===== src/rtl/fb_writer_pkg.sv =====
// fb_writer_pkg
// Shared types and constants for the frame-buffer pixel writer:
//   state_t      - swap-control FSM states
//   pixel_req_t  - one buffered write {byte address, RGB565 colour}
//   pix_offset() - byte offset of pixel (x, y) within one buffer
package fb_writer_pkg;

    localparam int BYTES_PER_PIXEL = 2;
    localparam int R_W             = 5;
    localparam int G_W             = 6;
    localparam int B_W             = 5;
    localparam int COLOR_W         = R_W + G_W + B_W;
    localparam int PIX_ADDR_W      = 32;

    typedef enum logic [1:0] {
        RUN,
        DRAIN,
        WAIT_VS,
        FLIP
    } state_t;

    typedef struct packed {
        logic [PIX_ADDR_W-1:0] addr;
        logic [COLOR_W-1:0]    color;
    } pixel_req_t;

    // Row-major byte offset, evaluated entirely at full address width so the
    // y*H_RES product never truncates before the base is added.
    function automatic logic [PIX_ADDR_W-1:0] pix_offset(
        input logic [9:0] x,
        input logic [8:0] y,
        input int         h_res
    );
        logic [PIX_ADDR_W-1:0] idx;
        idx = PIX_ADDR_W'(y) * PIX_ADDR_W'(h_res) + PIX_ADDR_W'(x);
        return idx << $clog2(BYTES_PER_PIXEL);
    endfunction

endpackage


===== src/rtl/fb_pixel_writer_if.sv =====
// fb_pixel_writer_if
// Bundles the rasteriser pixel stream and the Avalon-MM write bus.
//   master modport - the pixel writer (pixel sink, Avalon master)
//   slave  modport - the environment (pixel source, Avalon slave)
interface fb_pixel_writer_if #(
    parameter int ADDR_W = 32
);
    logic              pix_valid;
    logic              pix_ready;
    logic [9:0]        pix_x;
    logic [8:0]        pix_y;
    logic [15:0]       pix_color;

    logic [ADDR_W-1:0] avm_address;
    logic              avm_write;
    logic [15:0]       avm_writedata;
    logic [1:0]        avm_byteenable;
    logic              avm_waitrequest;

    modport master (
        input  pix_valid, pix_x, pix_y, pix_color, avm_waitrequest,
        output pix_ready, avm_address, avm_write, avm_writedata, avm_byteenable
    );

    modport slave (
        output pix_valid, pix_x, pix_y, pix_color, avm_waitrequest,
        input  pix_ready, avm_address, avm_write, avm_writedata, avm_byteenable
    );
endinterface


===== src/rtl/fb_wr_fifo.sv =====
// fb_wr_fifo
// Show-ahead FIFO of pixel_req_t: rd_data always presents the head entry.
//   clk, rst        - clock, asynchronous active-high reset
//   push, wr_data   - enqueue (ignored when full)
//   pop, rd_data    - dequeue (ignored when empty) / head entry
//   full, empty     - flags derived from the registered occupancy
// DEPTH must be a power of two, at least 2.
module fb_wr_fifo
    import fb_writer_pkg::*;
#(
    parameter int DEPTH = 8
) (
    input  logic       clk,
    input  logic       rst,
    input  logic       push,
    input  pixel_req_t wr_data,
    input  logic       pop,
    output pixel_req_t rd_data,
    output logic       full,
    output logic       empty
);
    localparam int AW = $clog2(DEPTH);

    pixel_req_t    mem [DEPTH];
    logic [AW-1:0] wr_ptr, rd_ptr;
    logic [AW:0]   cnt;
    logic          wr_en, rd_en;

    assign full    = (cnt == (AW+1)'(DEPTH));
    assign empty   = (cnt == '0);
    assign wr_en   = push && !full;
    assign rd_en   = pop && !empty;
    assign rd_data = mem[rd_ptr];

    // Storage needs no reset: entries are only observed while counted valid.
    always_ff @(posedge clk) begin
        if (wr_en) mem[wr_ptr] <= wr_data;
    end

    always_ff @(posedge clk or posedge rst) begin
        if (rst) begin
            wr_ptr <= '0;
            rd_ptr <= '0;
            cnt    <= '0;
        end else begin
            if (wr_en) wr_ptr <= wr_ptr + 1'b1;
            if (rd_en) rd_ptr <= rd_ptr + 1'b1;
            case ({wr_en, rd_en})
                2'b10:   cnt <= cnt + 1'b1;
                2'b01:   cnt <= cnt - 1'b1;
                default: cnt <= cnt;
            endcase
        end
    end
endmodule


===== src/rtl/fb_pixel_writer.sv =====
// fb_pixel_writer
// Converts a rasteriser (x, y, RGB565) stream into Avalon-MM writes into the
// back buffer and flips front/back buffers during vertical blank.
//   clk, reset       - single clock, asynchronous active-high reset
//   bus (master)     - pixel stream in, Avalon-MM write master out
//   swap_req         - request to present the back buffer
//   vsync            - start-of-vertical-blank pulse
//   swap_done        - pulses in the cycle the buffers are exchanged
//   frame_buffer_ptr - front buffer base for the VGA reader
//   busy             - writes pending or a swap in progress
// Optional (FB_STATS_EN defined):
//   pix_dropped      - saturating count of out-of-range pixels
//   stall_cycles     - saturating count of stalled write cycles
module fb_pixel_writer
    import fb_writer_pkg::*;
#(
    parameter int                H_RES      = 640,
    parameter int                V_RES      = 480,
    parameter int                ADDR_W     = 32,
    parameter logic [ADDR_W-1:0] FB0_BASE   = 32'h0000_0000,
    parameter logic [ADDR_W-1:0] FB1_BASE   = 32'h0010_0000,
    parameter int                FIFO_DEPTH = 8
) (
    input  logic               clk,
    input  logic               reset,
    fb_pixel_writer_if.master  bus,
    input  logic               swap_req,
    input  logic               vsync,
    output logic               swap_done,
    output logic [ADDR_W-1:0]  frame_buffer_ptr,
    output logic               busy
`ifdef FB_STATS_EN
    ,
    output logic [15:0]        pix_dropped,
    output logic [15:0]        stall_cycles
`endif
);
    state_t            state, state_nxt;
    logic [ADDR_W-1:0] front_ptr, back_ptr;
    pixel_req_t        wr_req, head;
    logic              full, empty;
    logic              in_range, accept, push, pop;

    // ---------------- pixel intake ----------------
    assign in_range = (32'(bus.pix_x) < 32'(H_RES)) && (32'(bus.pix_y) < 32'(V_RES));
    assign bus.pix_ready = !full && (state == RUN);
    assign accept   = bus.pix_valid && bus.pix_ready;
    // Out-of-range pixels still handshake so the rasteriser never stalls on them.
    assign push     = accept && in_range;

    // back_ptr is the pre-flip value here, so a pixel accepted alongside
    // swap_req lands in the buffer that is about to be presented.
    assign wr_req.addr  = PIX_ADDR_W'(back_ptr + ADDR_W'(pix_offset(bus.pix_x, bus.pix_y, H_RES)));
    assign wr_req.color = bus.pix_color;

    fb_wr_fifo #(.DEPTH(FIFO_DEPTH)) u_fifo (
        .clk     (clk),
        .rst     (reset),
        .push    (push),
        .wr_data (wr_req),
        .pop     (pop),
        .rd_data (head),
        .full    (full),
        .empty   (empty)
    );

    // ---------------- Avalon write side ----------------
    // Head of a show-ahead FIFO only moves on pop, so address/data hold
    // naturally under waitrequest. Outputs read zero while idle.
    assign bus.avm_write      = !empty;
    assign bus.avm_address    = empty ? '0 : ADDR_W'(head.addr);
    assign bus.avm_writedata  = empty ? '0 : head.color;
    assign bus.avm_byteenable = 2'b11;
    assign pop = bus.avm_write && !bus.avm_waitrequest;

    // ---------------- swap FSM ----------------
    always_ff @(posedge clk or posedge reset) begin
        if (reset) state <= RUN;
        else       state <= state_nxt;
    end

    always_comb begin
        state_nxt = state;
        case (state)
            RUN:     if (swap_req) state_nxt = DRAIN;
            DRAIN:   if (empty)    state_nxt = WAIT_VS;
            WAIT_VS: if (vsync)    state_nxt = FLIP;
            FLIP:                  state_nxt = RUN;
            default:               state_nxt = RUN;
        endcase
    end

    always_ff @(posedge clk or posedge reset) begin
        if (reset) begin
            front_ptr <= FB0_BASE;
            back_ptr  <= FB1_BASE;
        end else if (state == FLIP) begin
            front_ptr <= back_ptr;
            back_ptr  <= front_ptr;
        end
    end

    assign swap_done        = (state == FLIP);
    assign frame_buffer_ptr = front_ptr;
    assign busy             = !empty || (state != RUN);

`ifdef FB_STATS_EN
    always_ff @(posedge clk or posedge reset) begin
        if (reset) begin
            pix_dropped  <= '0;
            stall_cycles <= '0;
        end else if (state == FLIP) begin
            pix_dropped  <= '0;
            stall_cycles <= '0;
        end else begin
            if (accept && !in_range && pix_dropped != '1)
                pix_dropped <= pix_dropped + 1'b1;
            if (bus.avm_write && bus.avm_waitrequest && stall_cycles != '1)
                stall_cycles <= stall_cycles + 1'b1;
        end
    end
`endif
endmodule


===== src/flat_wrapper.sv =====
// flat-port wrapper written by rule: the top's interface ports become plain ports
module fb_pixel_writer_flat import fb_writer_pkg::*;
#(
    parameter int                H_RES      = 640,
    parameter int                V_RES      = 480,
    parameter int                ADDR_W     = 32,
    parameter logic [ADDR_W-1:0] FB0_BASE   = 32'h0000_0000,
    parameter logic [ADDR_W-1:0] FB1_BASE   = 32'h0010_0000,
    parameter int                FIFO_DEPTH = 8
)
  (clk, reset, swap_req, vsync, swap_done, frame_buffer_ptr, busy, bus_pix_valid, bus_pix_x, bus_pix_y, bus_pix_color, bus_avm_waitrequest, bus_pix_ready, bus_avm_address, bus_avm_write, bus_avm_writedata, bus_avm_byteenable);
  fb_pixel_writer_if #(.ADDR_W(ADDR_W)) bus_i ();
  input  logic clk;
  input  logic reset;
  input  logic swap_req;
  input  logic vsync;
  output logic swap_done;
  output logic [ADDR_W-1:0] frame_buffer_ptr;
  output logic busy;
  input wire logic [$bits(bus_i.pix_valid)-1:0] bus_pix_valid;
  input wire logic [$bits(bus_i.pix_x)-1:0] bus_pix_x;
  input wire logic [$bits(bus_i.pix_y)-1:0] bus_pix_y;
  input wire logic [$bits(bus_i.pix_color)-1:0] bus_pix_color;
  input wire logic [$bits(bus_i.avm_waitrequest)-1:0] bus_avm_waitrequest;
  output wire logic [$bits(bus_i.pix_ready)-1:0] bus_pix_ready;
  output wire logic [$bits(bus_i.avm_address)-1:0] bus_avm_address;
  output wire logic [$bits(bus_i.avm_write)-1:0] bus_avm_write;
  output wire logic [$bits(bus_i.avm_writedata)-1:0] bus_avm_writedata;
  output wire logic [$bits(bus_i.avm_byteenable)-1:0] bus_avm_byteenable;
  assign bus_i.pix_valid = bus_pix_valid;
  assign bus_i.pix_x = bus_pix_x;
  assign bus_i.pix_y = bus_pix_y;
  assign bus_i.pix_color = bus_pix_color;
  assign bus_i.avm_waitrequest = bus_avm_waitrequest;
  assign bus_pix_ready = bus_i.pix_ready;
  assign bus_avm_address = bus_i.avm_address;
  assign bus_avm_write = bus_i.avm_write;
  assign bus_avm_writedata = bus_i.avm_writedata;
  assign bus_avm_byteenable = bus_i.avm_byteenable;
  fb_pixel_writer #(.H_RES(H_RES), .V_RES(V_RES), .ADDR_W(ADDR_W), .FB0_BASE(FB0_BASE), .FB1_BASE(FB1_BASE), .FIFO_DEPTH(FIFO_DEPTH)) u_core (.clk(clk), .reset(reset), .bus(bus_i), .swap_req(swap_req), .vsync(vsync), .swap_done(swap_done), .frame_buffer_ptr(frame_buffer_ptr), .busy(busy));
endmodule

===== config.mk =====
export PLATFORM = sky130hd
export DESIGN_NAME = fb_pixel_writer_flat
export DESIGN_NICKNAME = d
export VERILOG_FILES = /design/src/rtl/fb_writer_pkg.sv /design/src/rtl/fb_pixel_writer_if.sv /design/src/rtl/fb_wr_fifo.sv /design/src/rtl/fb_pixel_writer.sv /design/src/flat_wrapper.sv
export SDC_FILE = /design/constraint.sdc
export NUM_CORES = 1
export LEC_CHECK = 0
export CORE_AREA = 4 4 170 214
export DETAILED_ROUTE_END_ITERATION = 8
export DIE_AREA = 0 0 174 218
export GPL_TIMING_DRIVEN = 0
export PLACE_DENSITY_LB_ADDON = 0.2
export SETUP_SLACK_MARGIN = 0.05
export SYNTH_ARGS = -nofsm -noshare
export SYNTH_HDL_FRONTEND = slang
export SYNTH_SLANG_ARGS = --single-unit

===== constraint.sdc =====
create_clock -name clk -period 6.6 [get_ports clk]
set_input_delay 1.32 -clock clk [delete_from_list [all_inputs] [get_ports clk]]
set_output_delay 1.32 -clock clk [all_outputs]
set_load 0.02 [all_outputs]

==> results of run 1 <==
[state kept, by name, indices dropped and copies added, names as in the netlist]
signal                   flops
u_core.back_ptr             32
u_core.frame_buffer_ptr     32
u_core.state                 2
u_core.u_fifo.cnt            4
u_core.u_fifo.mem          384
u_core.u_fifo.rd_ptr         3
u_core.u_fifo.wr_ptr         3
[per-layer routing]
| metal | up-vias | part of all wire (%) |
|---|---|---|
| met3 | 56 | 5.4 |
| li1 | 4742 | - |
| met1 | 5445 | 41 |
| met5 | - | 0 |
| met2 | 295 | 51 |
| met4 | 0 | 2.3 |
[layout make-up]
cell class,instances,area [um2]
inverter,16,62.6
timing repair buffer,160,1700
buffer,49,220
tap,429,537
fill,2247,10800
sequential,460,13400
multi-input combinational,572,6050
clock inverter,22,244
clock buffer,55,1150
[power breakdown]
group | internal, mW | switching (mW)
clock network | 1.43 | 1.02
registers | 3.32 | 0.0557
logic | 1.42 | 1.66
total | 6.16 | 2.74
[path summary, 6_finish.rpt]
path / from / end / slack, ns
worst max-delay path: bus_pix_y[1] / u_core.u_fifo.mem[3][47]$_DFFE_PP_ / 0.76
worst min-delay path: u_core.u_fifo.cnt[3]$_DFFE_PP0P_ / u_core.u_fifo.cnt[3]$_DFFE_PP0P_ / 0.51
worst max register to register: u_core.state[0]$_DFFE_PP0P_ / u_core.u_fifo.mem[5][23]$_DFFE_PP_ / 3.07
worst min register to register: u_core.u_fifo.cnt[3]$_DFFE_PP0P_ / u_core.u_fifo.cnt[3]$_DFFE_PP0P_ / 0.51
max in group asynchronous: reset / u_core.back_ptr[3]$_DFFE_PP0P_ / 4.98
min in group asynchronous: reset / u_core.back_ptr[29]$_DFFE_PP0P_ / 1.03
[cell families after synthesis]
group | count (synthesis) | synth area share [%]
AO/OA/AOI/OAI | 94 | 3.46
XOR/XNOR | 43 | 1.99
flip-flops | 460 | 68.2
buffers and inverters | 65 | 1.42
AND/OR/NAND/NOR | 170 | 4.32
adder cells (fa/ha/maj) | 52 | 3.45
multiplexers | 210 | 17.2
other | 2 | 0.0381
[per-stage QoR]
| stage | std cells | power, mW | TNS (ns) | setup WS, ns | area [um2] |
|---|---|---|---|---|---|
| finish | 1763 | 8.90 | 0 | 0.762 | 23400 |
| detailed placement | 1686 | 6.55 | 0 | 0.271 | 22000 |
| CTS | 1763 | 9.00 | 0 | 0.822 | 23400 |
| floorplan | 1097 | 5.42 | 0 | 0.631 | 19700 |
| global placement | 1650 | 6.47 | -1057.43 | -3.78 | 21500 |
| global route | 1763 | 9.32 | 0 | 0.372 | 23400 |
[worst reg2reg max path: stages (launching register included)]
cell and delay, ns:
dfrtp_1 0.43, inv_1 0.12, ha_1 0.30, a21boi_0 0.26
and4_1 0.24, clkbuf_2 0.20, nand2_1 0.19, nor3b_2 0.84
buf_6 0.28, buf_6 0.20, buf_6 0.18
[layout by cell type, fill, tap and decap left out, types with 36 or more instances in the layout]
cell type and count:
ha_1 48, clkbuf_1 36, mux2_2 65, dfrtp_1 75, clkdlybuf4s50_1 124, mux2i_1 49
mux4_2 96, clkbuf_16 44, edfxtp_1 384, nor2_1 72
==> run metrics, run 1 <==
status finished clean; CP Cell Sequence clkdlybuf4s50_1 > ha_1 > ha_1 > fa_1 > xor2_1 > o2111ai_1 > nor4_4 > nand4_1 > xor3_1 > ha_1 > nand2_1 > o21ai_0 > a221o_1 > nand3_1 > a21oi_1 > xor2_1; Yosys cell types 71; Antenna diodes 0; Synth top cells by count edfxtp_1 (384), mux4_2 (96), dfrtp_1 (75); Total GRT Usage 21.7%; Final Cycle Share 88.5%; Placer Congestion 0.800; routed wire length 40300 um; hold buffers post-CTS 0; DRC viols 0; VDD IR max 209 uV; total die area 37900 um2; row count 76; Critical Path AT 6.09 ns; Area Growth Syn to Fin 18.7%; first-pass GRT wire length 63200 um; Slew HR 5.63%; initial antenna violation count 0; Least-Margin Pin Slew 1.40 ns; EDFF count, synth 384; Seq/Total Area, Yosys 68.2%; Crit. path cell count 16; Tmin final 5.84 ns; routing usage on met1 29.5%; CTS sink count 460; Slew Limit Fails 0; Die Wd 174 um; Crit Path Class in -> reg; Max Clk Rate 171 MHz; CTS tree built; Final ANT Viol Nets 0; total gr overflow 0; GR Layer Usage met3 3.62%; CTS H-tree lvls 2; DR pass1 iterations 5; share of layout cells above drive strength 1 22.8%; Data required, critical path 6.85 ns; final core occ 68.3%; DR WL/cell 22.8 um; main area contributors after synthesis edfxtp_1 (58%), mux4_2 (11%), dfrtp_1 (9.5%); Largest stage delay, worst path 0.58 ns; Num CTS Buffers 43; Min-Delay Path Depth 1; most frequent cell after synthesis edfxtp_1; Max-cap violations 0; CP Max Fanout 8; clk root buf clkbuf_16; post-DP HPWL 27500 um; top cell type's share of synthesized area 58.5%; Core Box Area 34200 um2; Worst-Skew Late Latency 0.55 ns; # port buffers 124; Top delay family on crit path adder cells; die height 218 um; gr busiest metal met2; worst r2r path cells 10; Worst Skew 0.0181 ns; Async SR Flop Fraction 16.5%; Final Hold Viols 0; initial core utilization 57.6%; crit path launch type input pin; initial detailed-routing violation count 916; CP Capture Type register; Hold Path Class reg -> reg; dominant synthesized flop cell edfxtp_1; CP max-delay cell xor2_1; num ports 127; clk slew on worst S/H paths 0.06 ns; Finish-stage setup viols 0; vias per cell 5.98; Final #Nets 1395; Post-CTS Setup Inserts 0; Yosys top cell by area edfxtp_1; via count 10.5k; Leak 8.50 nW; largest net degree at the start of global routing 67; RSZ-0062 raised after global routing no; Critical path buffers and inverters 1; Seq cells post-synth 460; mapped cell area 19700 um2; post-CTS resize count 0; pwr/cell area 380 nW/um2; vias in the first global route 11.0k; yosys warns 0; CTS max path bufs 3; WHS 0.505 ns; grt met2 use 36.9%; Cells after Synth 1096; cell mode on critical path ha_1; Avg Inst Size Synth 18.0 um2
(Power assumes the default switching activity.)
==> run 2, diff against run 1 <==
ABC_CLOCK_PERIOD_IN_PS = 6600   (was unset)
SKIP_CTS_REPAIR_TIMING = 1   (was unset)
==> results of run 2 <==
Same layout as run 1: the final DEF is identical, and so are final timing and power.
